## config.mk

```make
export PLATFORM = sky130hd
export DESIGN_NAME = id_issue_unit
export DESIGN_NICKNAME = d
export VERILOG_FILES = /design/src/rtl/id_issue_unit.sv
export SDC_FILE = /design/constraint.sdc
export NUM_CORES = 2
export LEC_CHECK = 0
export CAP_MARGIN = 20
export CORE_MARGIN = 5
export CORE_UTILIZATION = 55
export DETAILED_ROUTE_END_ITERATION = 16
export GPL_TIMING_DRIVEN = 0
export PLACE_DENSITY_LB_ADDON = 0.05
export RECOVER_POWER = 25
export SYNTH_ARGS = -nofsm -noshare
export SYNTH_HDL_FRONTEND = slang
export SYNTH_SLANG_ARGS = --single-unit
export TNS_END_PERCENT = 10
```

## constraint.sdc

```tcl
create_clock -name clk -period 6.5 [get_ports clk]
set_clock_uncertainty 0.2 [all_clocks]
set_input_delay 0.975 -clock clk [delete_from_list [all_inputs] [get_ports clk]]
set_output_delay 0.975 -clock clk [all_outputs]
set_load 0.005 [all_outputs]
```

## src/rtl/id_issue_unit.sv

```systemverilog
// ---------------------------------------------------------------------------
// id_issue_unit: RV32 decode/issue stage with regfile, load scoreboard,
// operand forwarding, ID branch resolution; optional ID_STALL_CNT_EN counter.
// Revision: 1.0
// ---------------------------------------------------------------------------
`default_nettype none

module id_issue_unit #(
  parameter int DWIDTH   = 32,
  parameter int PC_WIDTH = 32,
  parameter int RA_WIDTH = 5,
  parameter int NUM_FWD  = 2
) (
  input  logic                         clk,
  input  logic                         rst,
  input  logic                         in_valid,
  output logic                         in_ready,
  input  logic [PC_WIDTH-1:0]          in_pc,
  input  logic [RA_WIDTH-1:0]          in_rs1,
  input  logic [RA_WIDTH-1:0]          in_rs2,
  input  logic [RA_WIDTH-1:0]          in_rd,
  input  logic                         in_use_rs1,
  input  logic                         in_use_rs2,
  input  logic                         in_wb_en,
  input  logic                         in_long_lat,
  input  logic                         in_branch,
  input  logic                         in_jump,
  input  logic                         in_jalr,
  input  logic [2:0]                   in_func3,
  input  logic [DWIDTH-1:0]            in_imm,
  input  logic [NUM_FWD-1:0]           fwd_valid,
  input  logic [NUM_FWD*RA_WIDTH-1:0]  fwd_rd,
  input  logic [NUM_FWD*DWIDTH-1:0]    fwd_data,
  input  logic                         wb_en,
  input  logic [RA_WIDTH-1:0]          wb_rd,
  input  logic [DWIDTH-1:0]            wb_data,
  output logic                         out_valid,
  input  logic                         out_ready,
  output logic [PC_WIDTH-1:0]          out_pc,
  output logic [DWIDTH-1:0]            out_imm,
  output logic [DWIDTH-1:0]            out_rs1_data,
  output logic [DWIDTH-1:0]            out_rs2_data,
  output logic [RA_WIDTH-1:0]          out_rd,
  output logic                         out_wb_en,
  output logic                         out_long_lat,
  output logic                         redirect_valid,
  output logic [PC_WIDTH-1:0]          redirect_pc,
  output logic [31:0]                  stall_cycles
);

  localparam int NREGS = 2**RA_WIDTH;

  typedef enum logic [0:0] {ST_RUN = 1'b0, ST_REDIRECT = 1'b1} state_t;

  state_t                state_q, state_d;
  logic [DWIDTH-1:0]     rf_q [NREGS];
  logic [NREGS-1:0]      sb_q, sb_d;
  logic                  out_valid_q;
  logic [PC_WIDTH-1:0]   out_pc_q;
  logic [DWIDTH-1:0]     out_imm_q, out_rs1_q, out_rs2_q;
  logic [RA_WIDTH-1:0]   out_rd_q;
  logic                  out_wb_en_q, out_long_lat_q;
  logic                  redirect_valid_q, redirect_valid_d;
  logic [PC_WIDTH-1:0]   redirect_pc_q, redirect_pc_d;

  logic [DWIDTH-1:0]     rs1_val, rs2_val;
  logic                  blk_rs1, blk_rs2, blk_rd, hazard, issue, taken;
  logic [PC_WIDTH-1:0]   target;

  // Priority: x0, then lowest-index forward source, then wb bypass, then regfile.
  function automatic logic [DWIDTH-1:0] sel_operand(
    input logic [RA_WIDTH-1:0]         rs,
    input logic [DWIDTH-1:0]           rf_val,
    input logic [NUM_FWD-1:0]          fv,
    input logic [NUM_FWD*RA_WIDTH-1:0] frd,
    input logic [NUM_FWD*DWIDTH-1:0]   fdat,
    input logic                        wen,
    input logic [RA_WIDTH-1:0]         wrd,
    input logic [DWIDTH-1:0]           wdat
  );
    logic [DWIDTH-1:0] r;
    r = rf_val;
    if (wen && (wrd == rs)) r = wdat;
    for (int i = NUM_FWD-1; i >= 0; i--) begin
      if (fv[i] && (frd[i*RA_WIDTH +: RA_WIDTH] == rs)) r = fdat[i*DWIDTH +: DWIDTH];
    end
    if (rs == '0) r = '0;
    return r;
  endfunction

  assign rs1_val = sel_operand(in_rs1, rf_q[in_rs1], fwd_valid, fwd_rd, fwd_data, wb_en, wb_rd, wb_data);
  assign rs2_val = sel_operand(in_rs2, rf_q[in_rs2], fwd_valid, fwd_rd, fwd_data, wb_en, wb_rd, wb_data);

  assign blk_rs1 = in_use_rs1 && (in_rs1 != '0) && sb_q[in_rs1] && !(wb_en && (wb_rd == in_rs1));
  assign blk_rs2 = in_use_rs2 && (in_rs2 != '0) && sb_q[in_rs2] && !(wb_en && (wb_rd == in_rs2));
  assign blk_rd  = in_wb_en   && (in_rd  != '0) && sb_q[in_rd]  && !(wb_en && (wb_rd == in_rd));
  assign hazard  = blk_rs1 || blk_rs2 || blk_rd;

  assign in_ready = (state_q == ST_REDIRECT) || (!hazard && (!out_valid_q || out_ready));
  assign issue    = in_valid && in_ready && (state_q == ST_RUN);

  always_comb begin
    taken = 1'b0;
    case (in_func3)
      3'b000:  taken = (rs1_val == rs2_val);
      3'b001:  taken = (rs1_val != rs2_val);
      3'b100:  taken = ($signed(rs1_val) <  $signed(rs2_val));
      3'b101:  taken = ($signed(rs1_val) >= $signed(rs2_val));
      3'b110:  taken = (rs1_val <  rs2_val);
      3'b111:  taken = (rs1_val >= rs2_val);
      default: taken = 1'b0;
    endcase
  end

  always_comb begin
    target = (in_jalr ? PC_WIDTH'(rs1_val) : in_pc) + PC_WIDTH'(in_imm);
    if (in_jalr) target[0] = 1'b0;
  end

  always_comb begin
    state_d          = state_q;
    redirect_valid_d = 1'b0;
    redirect_pc_d    = redirect_pc_q;
    case (state_q)
      ST_RUN: begin
        if (issue && (in_jump || (in_branch && taken))) begin
          redirect_valid_d = 1'b1;
          redirect_pc_d    = target;
          state_d          = ST_REDIRECT;
        end
      end
      // The instruction seen here is the wrong-path one; it is consumed only.
      ST_REDIRECT: state_d = ST_RUN;
      default:     state_d = ST_RUN;
    endcase
  end

  always_comb begin
    sb_d = sb_q;
    if (wb_en) sb_d[wb_rd] = 1'b0;
    if (issue && in_wb_en && in_long_lat && (in_rd != '0)) sb_d[in_rd] = 1'b1;
  end

  always_ff @(posedge clk) begin
    if (rst) begin
      state_q          <= ST_RUN;
      sb_q             <= '0;
      redirect_valid_q <= 1'b0;
      redirect_pc_q    <= '0;
      for (int i = 0; i < NREGS; i++) rf_q[i] <= '0;
    end else begin
      state_q          <= state_d;
      sb_q             <= sb_d;
      redirect_valid_q <= redirect_valid_d;
      redirect_pc_q    <= redirect_pc_d;
      if (wb_en && (wb_rd != '0)) rf_q[wb_rd] <= wb_data;
    end
  end

  always_ff @(posedge clk) begin
    if (rst) begin
      out_valid_q    <= 1'b0;
      out_pc_q       <= '0;
      out_imm_q      <= '0;
      out_rs1_q      <= '0;
      out_rs2_q      <= '0;
      out_rd_q       <= '0;
      out_wb_en_q    <= 1'b0;
      out_long_lat_q <= 1'b0;
    end else if (issue) begin
      out_valid_q    <= 1'b1;
      out_pc_q       <= in_pc;
      out_imm_q      <= in_imm;
      out_rs1_q      <= rs1_val;
      out_rs2_q      <= rs2_val;
      out_rd_q       <= in_rd;
      out_wb_en_q    <= in_wb_en;
      out_long_lat_q <= in_long_lat;
    end else if (out_ready && out_valid_q) begin
      out_valid_q    <= 1'b0;
    end
  end

  assign out_valid      = out_valid_q;
  assign out_pc         = out_pc_q;
  assign out_imm        = out_imm_q;
  assign out_rs1_data   = out_rs1_q;
  assign out_rs2_data   = out_rs2_q;
  assign out_rd         = out_rd_q;
  assign out_wb_en      = out_wb_en_q;
  assign out_long_lat   = out_long_lat_q;
  assign redirect_valid = redirect_valid_q;
  assign redirect_pc    = redirect_pc_q;

`ifdef ID_STALL_CNT_EN
  logic [31:0] stall_q;

  always_ff @(posedge clk) begin
    if (rst) begin
      stall_q <= '0;
    end else if ((state_q == ST_RUN) && in_valid && !in_ready && (stall_q != '1)) begin
      stall_q <= stall_q + 32'd1;
    end
  end

  assign stall_cycles = stall_q;
`else
  assign stall_cycles = 32'd0;
`endif

endmodule

`default_nettype wire

```

==> reports/results.txt <==
Status: complete, but fails checks
Failing checks: max-capacitance violations, max-slew violations
Maximum clock frequency: 0.155 GHz
IO buf count: 359
Final hold violations: 0
CTS hold repair buffers: 0
Crit path max fanout: 10
Die footprint: 0.130 mm2
Area Growth Syn to Fin: 18.8%
Vias: 49.6k
Final setup vio count: 0
Global-route wire length before repair: 372000 um
Reg power frac: 44.1%
Max_slew headroom: -156%
Number of max-cap violations: 18
Maximum VDD drop: 0.295 mV
Final core area utilization: 65.8%
Final RePlAce weighted congestion: 1.02
H-tree depth: 4
Starting density of the core: 55.4%
Most common cell after layout, fill and taps aside: edfxtp_1
Core area: 0.122 mm2
Cell count after placement: 6949
Critical path type: in -> reg
Setup repair after global routing missed its margin: true
Grt ovf: 0
Clk_lat worst skew: 0.77 ns
Number of fill cells: 9093
Total GRT Usage: 41.1%
DR DRC count: 0
Hold slack: 0.250 ns
I/O Pins: 409
Sw frac: 27.7%
Post-Syn Area per Cell: 13.9 um2
Total Routed Length: 271000 um
DRT iter0 DRCs: 8133
Net Sw Power: 5.80 mW
Netlist cell types: 68
# rows: 128
Yosys warns: 0
Pre-CTS setup slack: -2.38 ns
Combinational power share: 19.1%
Post-synth top flop: edfxtp_1
Die Y: 360 um
Initial antenna violation count: 26
Async SR Flop Fraction: 0%
Hold Crit Class: reg -> reg
EDFF count, synth: 1024
TritonCTS clock tree: done
Cell Pwr Density: 261 mW/mm2
Clock sink count: 1225
Leakage power: 28.4 nW
1st-pass router iterations: 7
Yosys reg bits: 1225
Final period utilization: 99.0%
Nets@finish: 5740
Post-synthesis cell count: 4846
Mapped cell area: 0.0674 mm2
Worst Setup End Kind: flop
Post-detail-place hpwl: 202000 um
Fin crit period: 6.43 ns
Arr. time, crit path: 6.90 ns
Total CTS buffers: 138
Layout cells sized above 1: 22.9%
Least-Margin Pin Slew: 3.84 ns
CTS root buffer: clkbuf_16
WL/cell: 37.6 um
Die X: 360 um
Sequential cell area fraction in the yosys report: 51.6%
Commonest cells after routing, fill and taps aside: edfxtp_1, and2_1, mux4_2, clkbuf_1, a21oi_1
Clock-pin slew reported for the worst setup and hold paths after clock tree synthesis: 0.06 ns
Post-route setup slack: 0.0663 ns
Slew Limit Fails: 254
P_int: 15.1 mW
Data required, critical path: 6.96 ns
Final std cells w/o fill: 7224
Kind of start point of the critical path: primary input
Vias in the first global route: 48.2k
Via/cell ratio: 6.87
Clk pwr share: 36.8%
Largest net degree at the start of global routing: 33
Number of routed nets with antenna violations: 0
Max Root-Sink Buffers: 3
kinds of logic (layout without fill, tap and decap cells):
family	count (synthesis)	after routing	share of synthesized area [%]
multiplexers	867	867	25.2
AND/OR/NAND/NOR	1571	1571	13.3
AO/OA/AOI/OAI	513	513	4.48
adder cells (fa/ha/maj)	64	64	1.20
flip-flops	1225	1225	51.6
buffers and inverters	547	1213	3.48
XOR/XNOR	58	58	0.754
other	1	88	0.00556
path summary, 6_finish.rpt:
kind                                start  slack, ns  depth (start not counted)                            to
max                             in_rs1[1]       0.07                         22  redirect_pc[27]$_SDFFE_PP0P_
min          out_rs2_data[7]$_SDFFE_PP0P_       0.25                          2  out_rs2_data[7]$_SDFFE_PP0P_
max reg2reg      rf_q[7][9]$_SDFFCE_PN0P_       0.85                         17  redirect_pc[27]$_SDFFE_PP0P_
min reg2reg  out_rs2_data[7]$_SDFFE_PP0P_       0.25                          2  out_rs2_data[7]$_SDFFE_PP0P_
layout make-up:
cell class / instances / area [um2] / share of cell area (%)
antenna: 24 / 60.1 / 0.0750
buffer: 530 / 2900 / 3.62
inverter: 15 / 56.3 / 0.0703
multi-input combinational: 3137 / 31200 / 39.0
tap: 1625 / 2030 / 2.54
clock inverter: 61 / 507 / 0.633
sequential: 1225 / 34800 / 43.4
clock buffer: 185 / 3830 / 4.78
timing repair buffer: 422 / 4650 / 5.81
what timing repair did:
item                                    CTS  global route
resized for setup                       232           192
pin swaps                                 3             4
setup buffers                             2             1
endpoints found under the setup margin   33            33
flip-flops by register name, summed over array words and instances (netlist names):
signal	flops
out_wb_en	1
out_rs2_data	32
out_valid	1
out_pc	32
out_imm	32
state_q	1
out_rs1_data	32
sb_q	32
redirect_pc	32
out_rd	5
rf_q	1024
out_long_lat	1
stage by stage:
step / TNS, ns / power, mW / cell area, um2
after floorplan: 0 / 11.5 / 67600
after global placement: -2350.44 / 13.0 / 73300
after detailed placement: -69.64 / 13.1 / 74700
after CTS: 0 / 20.8 / 79700
after global routing: -0.0418 / 21.4 / 80000
final: 0 / 20.9 / 80000
power by group through the flow:
stage | logic [mW] | registers, mW | clock network, mW
floorplan | 2.14 | 9.31 | 0
global placement | 3.64 | 9.40 | 0
finish | 3.99 | 9.23 | 7.70
global route | 4.11 | 9.26 | 8.02
detailed placement | 3.77 | 9.37 | 0
CTS | 3.85 | 9.21 | 7.69
synthesized netlist by cell type, types with 4 or more instances:
cell,instances,area (um2)
or4_1,5,37.5
o21a_1,5,37.5
a211oi_1,65,488
xor2_1,28,245
and3_1,13,81.3
o22ai_1,4,25.0
nand2b_1,36,225
nand4_1,31,194
mux2i_1,172,1720
nor2_1,186,698
nand2_1,167,627
a2111oi_0,4,35.0
o21bai_1,5,37.5
a21o_1,15,113
nand4b_1,8,70.1
a31oi_1,5,31.3
nor4_1,10,62.6
or3b_2,4,35.0
nand3_1,26,130
ha_1,63,788
mux2_2,33,372
mux4_2,662,14900
clkbuf_1,368,1380
buf_2,82,410
or2_2,5,31.3
o21ai_0,110,551
nor3b_1,6,45.0
dfxtp_1,201,4020
inv_1,15,56.3
buf_1,36,135
o31ai_1,7,52.6
nor2b_1,13,81.3
a21oi_1,233,1170
edfxtp_1,1024,30700
nor3_1,42,210
xnor2_1,30,263
nand3b_1,9,67.6
buf_4,42,315
buf_6,4,45.0
o211ai_1,34,255
and2_1,998,6240
or3_1,4,25.0
critical path, cell delays in order:
cell and delay, ns:
clkbuf_4 0.21, buf_8 0.19, buf_8 0.22, buf_8 0.25, buf_6 0.23, mux4_2 0.35
mux4_2 0.54, mux2i_1 0.23, a211oi_1 0.21, a21oi_2 0.26, a21oi_1 0.21, mux2_2 0.35
ha_1 0.38, and3_1 0.23, and2_1 0.23, o311ai_2 0.20, a2111oi_2 0.54, o21ai_0 0.19
a31oi_1 0.27, nor3_1 0.07, or3b_1 0.36, a21oi_1 0.16
per-layer routing:
layer / routed length (um) / vias to the layer above / track usage, %
met5: 35 / - / 0.763
li1: - / 19700 / -
met3: 36300 / 942 / 13.0
met1: 93800 / 24900 / 52.8
met2: 122000 / 4136 / 62.3
met4: 19100 / 8 / 23.9
Power figures use the tool's default switching activity.
